## src/rtl/magnitude_peak_detector.sv

```systemverilog
// Magnitude peak detector: reads back per-frame 64-bit magnitude sums (low word,
// then high word) over an Avalon master, tracks the peak sum and its frame index,
// and counts frames whose sum strictly exceeds a software threshold.
// Configuration and results are exposed through an Avalon slave register file.
module magnitude_peak_detector #(
    parameter int avs_avalonslave_data_width     = 32,
    parameter int avs_avalonslave_address_width  = 4,
    parameter int avm_avalonmaster_data_width    = 32,
    parameter int avm_avalonmaster_address_width = 32
) (
    input  logic                                      csi_clock_clk,
    input  logic                                      csi_clock_reset_n,
    input  logic [avs_avalonslave_address_width-1:0]  avs_avalonslave_address,
    input  logic                                      avs_avalonslave_read,
    input  logic                                      avs_avalonslave_write,
    input  logic [avs_avalonslave_data_width-1:0]     avs_avalonslave_writedata,
    output logic [avs_avalonslave_data_width-1:0]     avs_avalonslave_readdata,
    output logic [avm_avalonmaster_address_width-1:0] avm_avalonmaster_address,
    output logic                                      avm_avalonmaster_read,
    input  logic                                      avm_avalonmaster_waitrequest,
    input  logic [avm_avalonmaster_data_width-1:0]    avm_avalonmaster_readdata,
    output logic                                      DONE
);

    localparam int SW = avs_avalonslave_data_width;
    localparam int MW = avm_avalonmaster_data_width;
    localparam int AW = avm_avalonmaster_address_width;

    typedef enum logic [2:0] {S_IDLE, S_RD_LO, S_RD_HI, S_CMP, S_FIN} state_t;

    // The port is named _n but the block resets while it is high.
    logic rst;
    assign rst = csi_clock_reset_n;

    state_t            r_state;
    state_t            w_next;

    // Software-visible configuration.
    logic [11:0]       r_ctrl;
    logic [MW-1:0]     r_src;
    logic [MW-1:0]     r_thr_lo;
    logic [MW-1:0]     r_thr_hi;

    // Run snapshot, latched while idle so config writes mid-run do not disturb it.
    logic [10:0]       r_num;
    logic [2*MW-1:0]   r_thr;
    logic [AW-1:0]     r_ptr;

    // Running state of the current run.
    logic [MW-1:0]     r_lo;
    logic [MW-1:0]     r_hi;
    logic [2*MW-1:0]   r_max;
    logic [10:0]       r_idx;
    logic [10:0]       r_cnt;
    logic [10:0]       r_frame;

    // Published results, updated only when the run completes.
    logic [2*MW-1:0]   r_res_max;
    logic [10:0]       r_res_idx;
    logic [10:0]       r_res_cnt;

    logic [SW-1:0]     r_readdata;

    logic              w_start;
    logic              w_busy;
    logic [2*MW-1:0]   w_sum;
    logic              w_take;
    logic [2*MW-1:0]   w_new_max;
    logic [10:0]       w_new_idx;
    logic [10:0]       w_new_cnt;
    logic [10:0]       w_frame_inc;
    logic              w_last;
    logic [SW-1:0]     w_rd_mux;

    assign w_start     = r_ctrl[0];
    assign w_busy      = (r_state == S_RD_LO) || (r_state == S_RD_HI) || (r_state == S_CMP);
    assign w_sum       = {r_hi, r_lo};
    // Strict compare so that the first frame reaching a given peak keeps the index.
    assign w_take      = (r_frame == 11'd0) || (w_sum > r_max);
    assign w_new_max   = w_take ? w_sum : r_max;
    assign w_new_idx   = w_take ? r_frame : r_idx;
    assign w_new_cnt   = (w_sum > r_thr) ? (r_cnt + 11'd1) : r_cnt;
    assign w_frame_inc = r_frame + 11'd1;
    assign w_last      = (w_frame_inc == r_num);

    assign avm_avalonmaster_read    = (r_state == S_RD_LO) || (r_state == S_RD_HI);
    assign avm_avalonmaster_address = r_ptr;
    assign avs_avalonslave_readdata = r_readdata;
    assign DONE                     = (r_state == S_FIN);

    // State register.
    always_ff @(posedge csi_clock_clk) begin
        if (rst) r_state <= S_IDLE;
        else     r_state <= w_next;
    end

    // Next-state decode; master handshakes advance only when the fabric is not stalling.
    always_comb begin
        w_next = r_state;
        case (r_state)
            S_IDLE:  if (w_start) w_next = (r_ctrl[11:1] == 11'd0) ? S_FIN : S_RD_LO;
            S_RD_LO: if (!avm_avalonmaster_waitrequest) w_next = S_RD_HI;
            S_RD_HI: if (!avm_avalonmaster_waitrequest) w_next = S_CMP;
            S_CMP:   w_next = w_last ? S_FIN : S_RD_LO;
            S_FIN:   if (!w_start) w_next = S_IDLE;
            default: w_next = S_IDLE;
        endcase
    end

    // Slave read mux; unmapped addresses return zero.
    always_comb begin
        w_rd_mux = '0;
        case (avs_avalonslave_address)
            4'd0: w_rd_mux = SW'(r_ctrl);
            4'd1: w_rd_mux = r_src;
            4'd2: w_rd_mux = r_thr_lo;
            4'd3: w_rd_mux = r_thr_hi;
            4'd4: w_rd_mux = SW'({w_busy, DONE});
            4'd5: w_rd_mux = r_res_max[MW-1:0];
            4'd6: w_rd_mux = r_res_max[2*MW-1:MW];
            4'd7: w_rd_mux = SW'(r_res_idx);
            4'd8: w_rd_mux = SW'(r_res_cnt);
            default: w_rd_mux = '0;
        endcase
    end

    // Register file, run snapshot, frame datapath and result publication.
    always_ff @(posedge csi_clock_clk) begin
        if (rst) begin
            r_ctrl     <= '0;
            r_src      <= '0;
            r_thr_lo   <= '0;
            r_thr_hi   <= '0;
            r_num      <= '0;
            r_thr      <= '0;
            r_ptr      <= '0;
            r_lo       <= '0;
            r_hi       <= '0;
            r_max      <= '0;
            r_idx      <= '0;
            r_cnt      <= '0;
            r_frame    <= '0;
            r_res_max  <= '0;
            r_res_idx  <= '0;
            r_res_cnt  <= '0;
            r_readdata <= '0;
        end else begin
            if (avs_avalonslave_write) begin
                case (avs_avalonslave_address)
                    4'd0: r_ctrl   <= avs_avalonslave_writedata[11:0];
                    4'd1: r_src    <= avs_avalonslave_writedata;
                    4'd2: r_thr_lo <= avs_avalonslave_writedata;
                    4'd3: r_thr_hi <= avs_avalonslave_writedata;
                    default: ;
                endcase
            end
            if (avs_avalonslave_read) r_readdata <= w_rd_mux;

            case (r_state)
                S_IDLE: begin
                    r_num   <= r_ctrl[11:1];
                    r_thr   <= {r_thr_hi, r_thr_lo};
                    r_ptr   <= r_src;
                    r_max   <= '0;
                    r_idx   <= '0;
                    r_cnt   <= '0;
                    r_frame <= '0;
                    if (w_start) begin
                        r_res_max <= '0;
                        r_res_idx <= '0;
                        r_res_cnt <= '0;
                    end
                end
                S_RD_LO: begin
                    if (!avm_avalonmaster_waitrequest) begin
                        r_lo  <= avm_avalonmaster_readdata;
                        r_ptr <= r_ptr + AW'(1);
                    end
                end
                S_RD_HI: begin
                    if (!avm_avalonmaster_waitrequest) begin
                        r_hi  <= avm_avalonmaster_readdata;
                        r_ptr <= r_ptr + AW'(1);
                    end
                end
                S_CMP: begin
                    r_max   <= w_new_max;
                    r_idx   <= w_new_idx;
                    r_cnt   <= w_new_cnt;
                    r_frame <= w_frame_inc;
                    if (w_last) begin
                        r_res_max <= w_new_max;
                        r_res_idx <= w_new_idx;
                        r_res_cnt <= w_new_cnt;
                    end
                end
                default: ;
            endcase
        end
    end

endmodule
```

## config.mk

```make
export PLATFORM = sky130hd
export DESIGN_NAME = magnitude_peak_detector
export DESIGN_NICKNAME = d
export VERILOG_FILES = /design/src/rtl/magnitude_peak_detector.sv
export SDC_FILE = /design/constraint.sdc
export NUM_CORES = 1
export LEC_CHECK = 0
export CAP_MARGIN = 25
export CELL_PAD_IN_SITES_DETAIL_PLACEMENT = 0
export CELL_PAD_IN_SITES_GLOBAL_PLACEMENT = 1
export CORE_MARGIN = 2
export CORE_UTILIZATION = 45
export CTS_CLUSTER_DIAMETER = 40
export DETAILED_ROUTE_END_ITERATION = 6
export GPL_TIMING_DRIVEN = 1
export PLACE_DENSITY_LB_ADDON = 0.05
export SYNTH_ARGS = -nofsm -noshare
export SYNTH_HDL_FRONTEND = slang
export SYNTH_SLANG_ARGS = --single-unit
```

## constraint.sdc

```tcl
create_clock -name csi_clock_clk -period 4.95 [get_ports csi_clock_clk]
set_clock_uncertainty 0.05 [all_clocks]
set_input_delay 0.7425 -clock csi_clock_clk [delete_from_list [all_inputs] [get_ports csi_clock_clk]]
set_output_delay 0.7425 -clock csi_clock_clk [all_outputs]
set_load 0.05 [all_outputs]
```

==> flow_metrics.env <==
export IMPL_r2r_cells=10
export IMPL_met2_usage_pct=43.0
export IMPL_die_x_um=231
export IMPL_grtUsageTotal_pct=30.2
export IMPL_placement_rows=83
export IMPL_via_per_inst=5.87
export IMPL_hold_viol_final=0
export IMPL_min_to="r_thr[57]"
export IMPL_pin_count=139
export IMPL_vias=21900
export IMPL_syn_to_final_growth_pct=22.1
export IMPL_synthTopCellsByArea="dfxtp_1 (43%), nand2_1 (9.7%), a21oi_1 (8.8%), ha_1 (7.1%), a22oi_1 (4.0%)"
export IMPL_synth_avg_cell_area_um2=8.00
export IMPL_period_share_pct=88.7
export IMPL_fin_setup_tns_ps=0
export IMPL_yosysSeqAreaShare_pct=43.0
export IMPL_synth_edf_count=0
export IMPL_power_mw=10.9
export IMPL_grt_overflow_total=0
export IMPL_synth_top_area_share_pct=43.0
export IMPL_synth_main_ff_cell="dfxtp_1"
export IMPL_holdPathStages=2
export IMPL_setup_viol=0
export IMPL_grt_use_met1_pct=45.0
export IMPL_pre_cts_slack_ps=673
export IMPL_cts_setup_buffers=0
export IMPL_dr_pass1_iters=7
export IMPL_top_usage_layer="met1"
export IMPL_synth_cell_types=70
export IMPL_wl_um=82100
export IMPL_cp_common_cell="buf_4"
export IMPL_die_h_um=231
export IMPL_cellLeakagePower_nw=10.0
export IMPL_synth_top_area_cell="dfxtp_1"
export IMPL_cts_made_buffers=88
export IMPL_drive_above_1_share_pct=7.61
export IMPL_critPathKind="reg -> reg"
export IMPL_cp_required_ps=5460
export IMPL_nets=3184
export IMPL_cp_num_buf_inv=2
export IMPL_path_cells="ha_1 > nand4_1 > nor4_1 > nand3_1 > o32a_1 > nor3_1 > buf_4 > a21o_2 > buf_4 > a22o_1"
export IMPL_rsz0062_at_grt="false"
export IMPL_worstPathArrival_ps=4900
export IMPL_status="finished with violations"
export IMPL_slowest_stage="nor4_1"
export IMPL_cts_tree="done"
export IMPL_cts_root_buf="clkbuf_16"
export IMPL_port_buffers=138
export IMPL_insertion_delay_ps=630
export IMPL_fillers=4862
export IMPL_final_seq_area_um2=9950
export IMPL_cts_resized=0
export IMPL_grt_pass1_vias=20300
export IMPL_hold_path_class="reg -> reg"
export IMPL_yosys_warnings=0
export IMPL_ir_drop_mv=0.291
export IMPL_r2r_setup_slack_ps=560
export IMPL_r2r_start="r_lo[26]"
export IMPL_ys_ff_latch=497
export IMPL_period_minus_slack_ps=4390
export IMPL_cts_hold_buffers=0
export IMPL_synth_fp_nets=3101
export IMPL_cp_top_family="simple AND/OR/NAND/NOR gates"
export IMPL_endpoint_kind="flip-flop"
export IMPL_die_area_um2=53300
export IMPL_postSynthCellCount=2896
export IMPL_max_slew_margin_rel_pct=8.09
export IMPL_clkTransAtPathRegs_ps=50
export IMPL_grt_max_degree=247
export IMPL_place_gp_congestion=0.879
export IMPL_violations="DRC"
export IMPL_max_freq_ghz=0.228
export IMPL_worst_path_max_fanout=40
export IMPL_drtAntennaViolNets=0
export IMPL_maxCapViolCount=0
export IMPL_start_util_pct=45.3
export IMPL_cts_buffer_depth=3
export IMPL_multi_input_area_um2=11700
export IMPL_wl_per_cell_um=22.0
export IMPL_dp_hpwl_um=56200
export IMPL_async_flop_share_pct=0
export IMPL_slew_viol_final=0
export IMPL_hp_start="r_thr[57]"
export IMPL_r2r_end="r_max[59]"
export IMPL_cp_start_kind="flip-flop"
export IMPL_pwr_density_cell_nw_per_um2=386
export IMPL_core_um2=51100
export IMPL_clkSinkCount=497
export IMPL_synth_most_common_cell="nand2_1"
export IMPL_slowest_delay_ps=840
export IMPL_drt_first_iter_violations=2240
export IMPL_route_detailed_drc=3
export IMPL_synthTopCellsByCount="nand2_1 (600), dfxtp_1 (497), a21oi_1 (405), inv_1 (205), clkbuf_1 (160)"
export IMPL_antenna_found_initial=2
export IMPL_worst_slack_ps=558
export IMPL_netlist_area_um2=23200
export IMPL_worst_slew_pin_slew_ps=1380
export IMPL_grt_pass1_wl_um=124000
export IMPL_ctsHtreeMaxLevel=3
export IMPL_met3_usage_pct=6.74
[power breakdown]
| group | internal, mW | switching (mW) | leakage, nW |
|---|---|---|---|
| Combinational | 0.124 | 0.251 | 4.51 |
| Sequential | 4.03 | 0.0219 | 4.00 |
| Clock | 4.27 | 2.21 | 1.52 |
[per-layer routing]
layer	vias to the layer above	routed length, µm
met5	-	12
li1	10300	-
met3	143	7060
met4	2	2110
met1	10600	38900
met2	842	34000
[sequential cells by signal, indices dropped and copies added (netlist names)]
name and cells:
r_lo 32, r_thr_hi 32, r_hi 32, r_thr_lo 32, avs_avalonslave_readdata 32, r_frame 11
r_src 32, r_state 3, r_res_idx 11, r_ctrl 12, r_cnt 11, r_res_max 64
r_res_cnt 11, r_num 11, avm_avalonmaster_address 32, r_max 64, r_thr 64, r_idx 11
[worst max-delay path by stage]
stage / start / to / slack [ps] / cells past startpoint
detailed placement: r_lo[26] / r_max[50] / 670 / 10
global route: r_lo[26] / r_max[22] / 540 / 10
floorplan: r_frame[0] / r_res_idx[2] / 2150 / 10
global placement: r_lo[26] / r_max[13] / 230 / 9
finish: r_lo[26] / r_max[59] / 560 / 10
CTS: r_lo[26] / r_max[56] / 610 / 10
[placed cells by master, fill, tap and decap left out, types with 8 or more instances in the layout]
| cell type | instances |
|---|---|
| clkinv_4 | 9 |
| inv_6 | 12 |
| clkbuf_8 | 8 |
| nand4_1 | 39 |
| inv_1 | 205 |
| mux2i_1 | 15 |
| clkdlybuf4s50_1 | 137 |
| a22o_1 | 76 |
| nand2b_1 | 13 |
| o21ai_1 | 56 |
| nor3_1 | 22 |
| o21ai_0 | 75 |
| and2_0 | 9 |
| clkbuf_16 | 91 |
| and4_1 | 9 |
| a222oi_1 | 25 |
| xnor2_1 | 15 |
| bufinv_16 | 15 |
| dfxtp_1 | 497 |
| a221oi_1 | 16 |
| and2_1 | 8 |
| and3_1 | 19 |
| a31oi_1 | 14 |
| a22oi_1 | 122 |
| nor4_1 | 16 |
| nand2_1 | 600 |
| clkinvlp_4 | 9 |
| nand3_1 | 53 |
| a21oi_1 | 405 |
| a21o_1 | 14 |
| nor2_1 | 131 |
| buf_4 | 38 |
| a211oi_1 | 11 |
| ha_1 | 132 |
[final cells by class]
| type | count | area share, % |
|---|---|---|
| Sequential cell | 497 | 35.2 |
| Multi-Input combinational cell | 2005 | 41.5 |
| Clock buffer | 105 | 8.53 |
| Inverter | 205 | 2.72 |
| Timing Repair Buffer | 182 | 6.37 |
| Antenna cell | 1 | 0.00885 |
| Tap cell | 680 | 3.01 |
| Clock inverter | 53 | 2.65 |
[worst register-to-register path, cell delays in order, from the launching register on]
cell and delay (ps):
dfxtp_1 390, ha_1 370, nand4_1 240, nor4_1 840
nand3_1 310, o32a_1 340, nor3_1 560, buf_4 270
a21o_2 190, buf_4 500, a22o_1 270
[logic make-up (layout without fill, tap and decap cells)]
| group | count (synthesis) | after routing | share of synthesized area (%) |
|---|---|---|---|
| buffers and inverters | 394 | 545 | 6.69 |
| adder cells (fa/ha/maj) | 132 | 132 | 7.13 |
| other | 0 | 1 | 0 |
| AND/OR/NAND/NOR | 957 | 957 | 17.9 |
| XOR/XNOR | 19 | 19 | 0.719 |
| flip-flops | 497 | 497 | 43.0 |
| multiplexers | 22 | 22 | 0.989 |
| AO/OA/AOI/OAI | 875 | 875 | 23.6 |
[metrics by stage]
| stage | util, % | std cells | hold slack [ps] | area, µm² |
|---|---|---|---|---|
| global placement | 49.1 | 3567 | 394 | 25100 |
| global route | 55.3 | 3727 | 427 | 28300 |
| detailed placement | 49.1 | 3568 | 398 | 25100 |
| floorplan | - | 2896 | 375 | 23200 |
| CTS | 55.3 | 3726 | 406 | 28200 |
| finish | 55.3 | 3728 | 404 | 28300 |
Note: power is estimated with default switching activity, not from simulation.
